--- config.mk ---
export PLATFORM = sky130hd
export DESIGN_NAME = mem_access_unit
export DESIGN_NICKNAME = d
export VERILOG_FILES = /design/src/rtl/mem_access_unit.sv
export SDC_FILE = /design/constraint.sdc
export NUM_CORES = 1
export LEC_CHECK = 0
export ABC_AREA = 1
export BUFFER_PORTS_ARGS = -buffer_cell sky130_fd_sc_hd__clkbuf_2
export CAP_MARGIN = 20
export CORE_MARGIN = 3
export CORE_UTILIZATION = 55
export CTS_CLUSTER_DIAMETER = 120
export CTS_CLUSTER_SIZE = 30
export DETAILED_ROUTE_END_ITERATION = 6
export PLACE_DENSITY = 0.85
export SLEW_MARGIN = 30
export SYNTH_ARGS = -nofsm -noshare
export SYNTH_HDL_FRONTEND = slang
export SYNTH_SLANG_ARGS = --single-unit
--- constraint.sdc ---
create_clock -name clk -period 8.4 [get_ports clk]
set_input_delay 1.68 -clock clk [delete_from_list [all_inputs] [get_ports clk]]
set_output_delay 1.68 -clock clk [all_outputs]
set_load 0.02 [all_outputs]
--- src/rtl/mem_access_unit.sv ---
`default_nettype none
// ============================================================================
// Module   : mem_access_unit
// Purpose  : Load/store unit that turns byte, halfword and word accesses into
//            word-aligned memory transactions, with read-modify-write for
//            sub-word stores.
// Revision : 1.0
// ============================================================================
module mem_access_unit (
    input  logic        clk,
    input  logic        reset,
    input  logic        MemRead,
    input  logic        MemWrite,
    input  logic [1:0]  MemDataSize,
    input  logic        MemDataSign,
    input  logic [31:0] Address,
    input  logic [31:0] WriteData,
    output logic [31:0] ReadData,
    output logic        Stall,
    output logic        Misaligned,
    output logic        mem_req,
    output logic        mem_we,
    output logic [31:0] mem_addr,
    output logic [31:0] mem_wdata,
    input  logic [31:0] mem_rdata,
    input  logic        mem_ack
);

    typedef enum logic [2:0] {
        IDLE      = 3'd0,
        READ      = 3'd1,
        RMW_READ  = 3'd2,
        RMW_WRITE = 3'd3,
        WRITE     = 3'd4,
        DONE      = 3'd5
    } state_t;

    localparam logic [1:0] SIZE_BYTE = 2'b01;
    localparam logic [1:0] SIZE_HALF = 2'b10;
    localparam logic [1:0] SIZE_WORD = 2'b11;

    state_t      state;
    state_t      state_next;
    logic [1:0]  lat_lane;
    logic [1:0]  lat_size;
    logic        lat_sign;
    logic [15:0] lat_data;
    logic [29:0] addr_q;
    logic [31:0] wdata_q;
    logic [31:0] rdata_q;

    logic request;
    logic bad_align;
    logic start;

    // Pick the addressed lane out of a memory word and extend it to 32 bits.
    function automatic logic [31:0] extend_load(input logic [31:0] word,
                                                input logic [1:0]  lane,
                                                input logic [1:0]  size,
                                                input logic        sign);
        logic [7:0]  b;
        logic [15:0] h;
        logic [31:0] r;
        b = word[8*lane +: 8];
        h = lane[1] ? word[31:16] : word[15:0];
        case (size)
            SIZE_BYTE: r = {{24{sign & b[7]}}, b};
            SIZE_HALF: r = {{16{sign & h[15]}}, h};
            default:   r = word;
        endcase
        return r;
    endfunction

    // Replace only the addressed byte or halfword of a memory word.
    function automatic logic [31:0] merge_store(input logic [31:0] word,
                                                input logic [1:0]  lane,
                                                input logic [1:0]  size,
                                                input logic [15:0] data);
        logic [31:0] r;
        r = word;
        case (size)
            SIZE_BYTE: r[8*lane +: 8] = data[7:0];
            SIZE_HALF: begin
                if (lane[1]) r[31:16] = data;
                else         r[15:0]  = data;
            end
            default: r = word;
        endcase
        return r;
    endfunction

    assign request   = MemRead | MemWrite;
    assign bad_align = (MemDataSize == 2'b00)
                     || ((MemDataSize == SIZE_WORD) && (Address[1:0] != 2'b00))
                     || ((MemDataSize == SIZE_HALF) && Address[0]);
    assign start     = (state == IDLE) && request && !bad_align;

    always_comb begin
        state_next = state;
        Stall      = 1'b0;
        Misaligned = 1'b0;
        mem_req    = 1'b0;
        mem_we     = 1'b0;
        case (state)
            IDLE: begin
                if (request) begin
                    if (bad_align) begin
                        Misaligned = 1'b1;
                    end else begin
                        Stall = 1'b1;
                        // A simultaneous read and write request is a store.
                        if (MemWrite)
                            state_next = (MemDataSize == SIZE_WORD) ? WRITE : RMW_READ;
                        else
                            state_next = READ;
                    end
                end
            end
            READ: begin
                Stall   = 1'b1;
                mem_req = 1'b1;
                if (mem_ack) state_next = DONE;
            end
            RMW_READ: begin
                Stall   = 1'b1;
                mem_req = 1'b1;
                if (mem_ack) state_next = RMW_WRITE;
            end
            RMW_WRITE: begin
                Stall   = 1'b1;
                mem_req = 1'b1;
                mem_we  = 1'b1;
                if (mem_ack) state_next = DONE;
            end
            WRITE: begin
                Stall   = 1'b1;
                mem_req = 1'b1;
                mem_we  = 1'b1;
                if (mem_ack) state_next = DONE;
            end
            DONE: begin
                state_next = IDLE;
            end
            default: begin
                state_next = IDLE;
            end
        endcase
    end

    always_ff @(posedge clk or posedge reset) begin
        if (reset) begin
            state    <= IDLE;
            lat_lane <= 2'b00;
            lat_size <= 2'b00;
            lat_sign <= 1'b0;
            lat_data <= 16'h0000;
            addr_q   <= 30'h0;
            wdata_q  <= 32'h0;
            rdata_q  <= 32'h0;
        end else begin
            state <= state_next;
            if (start) begin
                lat_lane <= Address[1:0];
                lat_size <= MemDataSize;
                lat_sign <= MemDataSign;
                lat_data <= WriteData[15:0];
                addr_q   <= Address[31:2];
                wdata_q  <= WriteData;
            end
            if ((state == READ) && mem_ack)
                rdata_q <= extend_load(mem_rdata, lat_lane, lat_size, lat_sign);
            if ((state == RMW_READ) && mem_ack)
                wdata_q <= merge_store(mem_rdata, lat_lane, lat_size, lat_data);
        end
    end

    assign ReadData  = rdata_q;
    assign mem_addr  = {addr_q, 2'b00};
    assign mem_wdata = wdata_q;

endmodule
`default_nettype wire

==> impl_metrics.json <==
{
  "fp.dieW_um": 122,
  "worstPathRequired_ns": 6.72,
  "grt_pass1_vias": 7285,
  "via_per_inst": 5.27,
  "hp-class": "reg -> reg",
  "portBuffers": 201,
  "dp_cells": 1471,
  "path_cells": "clkbuf_2 -> inv_1 -> o21ai_1 -> nand2_4 -> nand4_1 -> clkbuf_2",
  "wl_per_cell_um": 15.5,
  "gp_congestion": 0.974,
  "yosysMostFrequentCell": "nand2_1",
  "endpoint_kind": "primary output",
  "vias": 7924,
  "cts-root-buf": "clkbuf_16",
  "synth_top_cell_area_share": 0.398,
  "reg2reg_depth": 12,
  "setup_violations": 0,
  "synth_largest_area_cell": "dfrtp_1",
  "routed_wl_um": 23400,
  "holdBufCountCts": 0,
  "row_count": 41,
  "clock-sinks": 118,
  "vdd_ir_drop_max_uv": 248,
  "crit_fanout": 3,
  "fin_nets": 1430,
  "syn_to_final_growth_pct": 21.7,
  "ys.flop_type": "dfrtp_1",
  "critPathMostFrequentCell": "clkbuf_2",
  "min_path_cells": 2,
  "relSlewSlack": 0.364,
  "critical-path-max-stage-delay_ns": 0.30,
  "ys_ff_latch": 118,
  "worstHoldStart": "mem_wdata[20]",
  "final.setup.tns_ns": 0,
  "min_to": "mem_wdata[20]",
  "h-tree-depth": 4,
  "pin_count": 204,
  "postSynthCellCount": 1155,
  "cts.repair.resized": 0,
  "period_needed_ns": 4.12,
  "final_hold_viol_count": 0,
  "clkTransAtPathRegs_ns": 0.05,
  "status": "completed",
  "max_cap_violations": 0,
  "cts_setup_buffers": 0,
  "final_area_mm2": 0.00902,
  "ys_seq_area_frac": 0.398,
  "dp_hpwl_um": 16600,
  "initialDrtViolationCount": 714,
  "startpoint_type": "input pin",
  "grt_use_total": 0.319,
  "core_mm2": 0.0129,
  "clk_latency_ns": 0.43,
  "grt_max_degree": 101,
  "critPathBufInv": 3,
  "cp_top_family": "buffers and inverters",
  "synth.avg_cell_area_um2": 6.42,
  "grt_first_pass_wirelength_um": 37000,
  "p_per_area_mw_per_mm2": 422,
  "rsz0062_at_grt": "no",
  "synth_edf_count": 0,
  "placed_area_mm2": 0.00835,
  "clock_path_buffers": 2,
  "r2r-start": "lat_lane[1]",
  "antenna_found_initial": 0,
  "synth_warnings": 0,
  "leakage_nw": 5.30,
  "cp_slowest_cell": "o21ai_1",
  "synth_area_mm2": 0.00741,
  "drive_above_1_share": 0.192,
  "drc_errors": 0,
  "antenna_cells": 0,
  "synth_common_cells": "540 x nand2_1, 118 x dfrtp_1, 112 x inv_1, 103 x nor2_1, 50 x o21ai_1",
  "antenna_left": 0,
  "firstDrtPassIters": 5,
  "period_share": 0.491,
  "worstMarginPinSlew_ns": 0.955,
  "r2r-end": "mem_wdata[6]",
  "r2r_slack_ns": 4.58,
  "cts_tree": "yes",
  "yosys-top-cells-area": "dfrtp_1 40%, nand2_1 27%, inv_1 5.7%, nor2_1 5.2%, o21ai_1 3.4%",
  "synthDistinctLibCells": 28,
  "synth-async-reset-ratio": 1.00,
  "crit_type": "in -> out",
  "worst_ep_arrival_time_ns": 2.44,
  "fin_util": 0.700,
  "grt-ovfl-total": 0,
  "p_total_w": 0.00380,
  "clock_skew_ns": 0.00641,
  "instances_no_fill": 1504,
  "dieArea_mm2": 0.0149,
  "cts_buffers": 17,
  "initial_core_util": 0.576,
  "fp.dieH_um": 122,
  "slew_violations": 0,
  "maxClockFrequency_mhz": 243
}
-- registers in the layout (all words and copies together), names as in the netlist --
name and count:
mem_wdata 32, ReadData 32, lat_sign 1, addr_q 30, state 3, lat_size 2
lat_lane 2, lat_data 16
-- per-layer routing --
metal | up-vias | global-route usage | part of all wire
met1 | 3559 | 0.436 | 0.41
li1 | 3882 | - | -
met4 | 0 | 0.132 | 0.031
met2 | 428 | 0.486 | 0.45
met5 | - | 0 | 0
met3 | 55 | 0.0780 | 0.10
-- per-stage QoR --
| step | setup slack (ns) | hold WS, ns |
|---|---|---|
| floorplan | 3.59 | 0.470 |
| global placement | 4.07 | 0.465 |
| detailed placement | 3.96 | 0.465 |
| CTS | 4.26 | 0.483 |
| global route | 4.07 | 0.499 |
| finish | 4.28 | 0.480 |
-- power by group --
part / internal (W) / leakage [nW] / switching, W
Sequential: 0.000844 / 1.44 / 0.000217
Clock: 0.000541 / 0.309 / 0.000268
Combinational: 0.000574 / 3.55 / 0.00136
Total: 0.00196 / 5.30 / 0.00184
-- cell families (layout without fill, tap and decap cells) --
| family | count (synthesis) | after routing | synth area share |
|---|---|---|---|
| buf+inv | 183 | 359 | 0.107 |
| compound gates | 160 | 160 | 0.121 |
| fa+ha+maj | 7 | 7 | 0.0118 |
| simple gates | 686 | 686 | 0.361 |
| flops | 118 | 118 | 0.398 |
| other cells | 1 | 2 | 0.000506 |
-- cells in the final DEF (no fill, tap or decap), types with 2 or more instances in the layout --
master        n
o211ai_1     26
nand4_1       9
dfrtp_1     117
nor2_2        2
clkbuf_8      2
clkbuf_2    201
ha_1          6
clkinvlp_4    4
inv_4         2
o21ai_1      50
bufinv_16     5
buf_4         5
o21ai_0      35
nand3_1      25
clkbuf_16    17
conb_1        2
inv_2         5
clkinv_1      3
nand2_1     539
inv_1       110
clkinv_2      2
o21a_1       13
nand2_2       3
nor2_1      103
a21oi_1      35
-- layout make-up --
type / instances / area [um^2]
Inverter: 120 / 455
Sequential cell: 118 / 2950
Tap cell: 172 / 215
Fill cell: 1158 / 3860
Clock buffer: 20 / 457
Multi-Input combinational cell: 855 / 3680
Timing Repair Buffer: 207 / 1050
Clock inverter: 12 / 199
-- worst reg2reg max path, cell delays in order (launching register included) --
cell      delay, ns
dfrtp_2        0.34
buf_4          0.57
clkinv_1       0.93
ha_1           0.68
nor2_1         0.50
nand4_1        0.20
nand2_1        0.13
nand2_1        0.06
nand2_1        0.07
nand2_1        0.05
nand2_1        0.12
nand2_1        0.06
nand2_1        0.05
-- worst max path at each step --
stage | startpoint | to | slack [ns] | depth (start not counted)
2_1_floorplan | reset | ReadData[0] | 3.59 | 1
3_3_place_gp | Address[0] | mem_wdata[25] | 4.07 | 10
3_5_place_dp | MemWrite | mem_wdata[0] | 3.96 | 9
4_1_cts | Address[0] | Stall | 4.26 | 7
5_1_grt | MemWrite | mem_wdata[22] | 4.07 | 9
6_report | MemDataSize[0] | Stall | 4.28 | 6
Note: power is estimated with default switching activity, not from simulation.
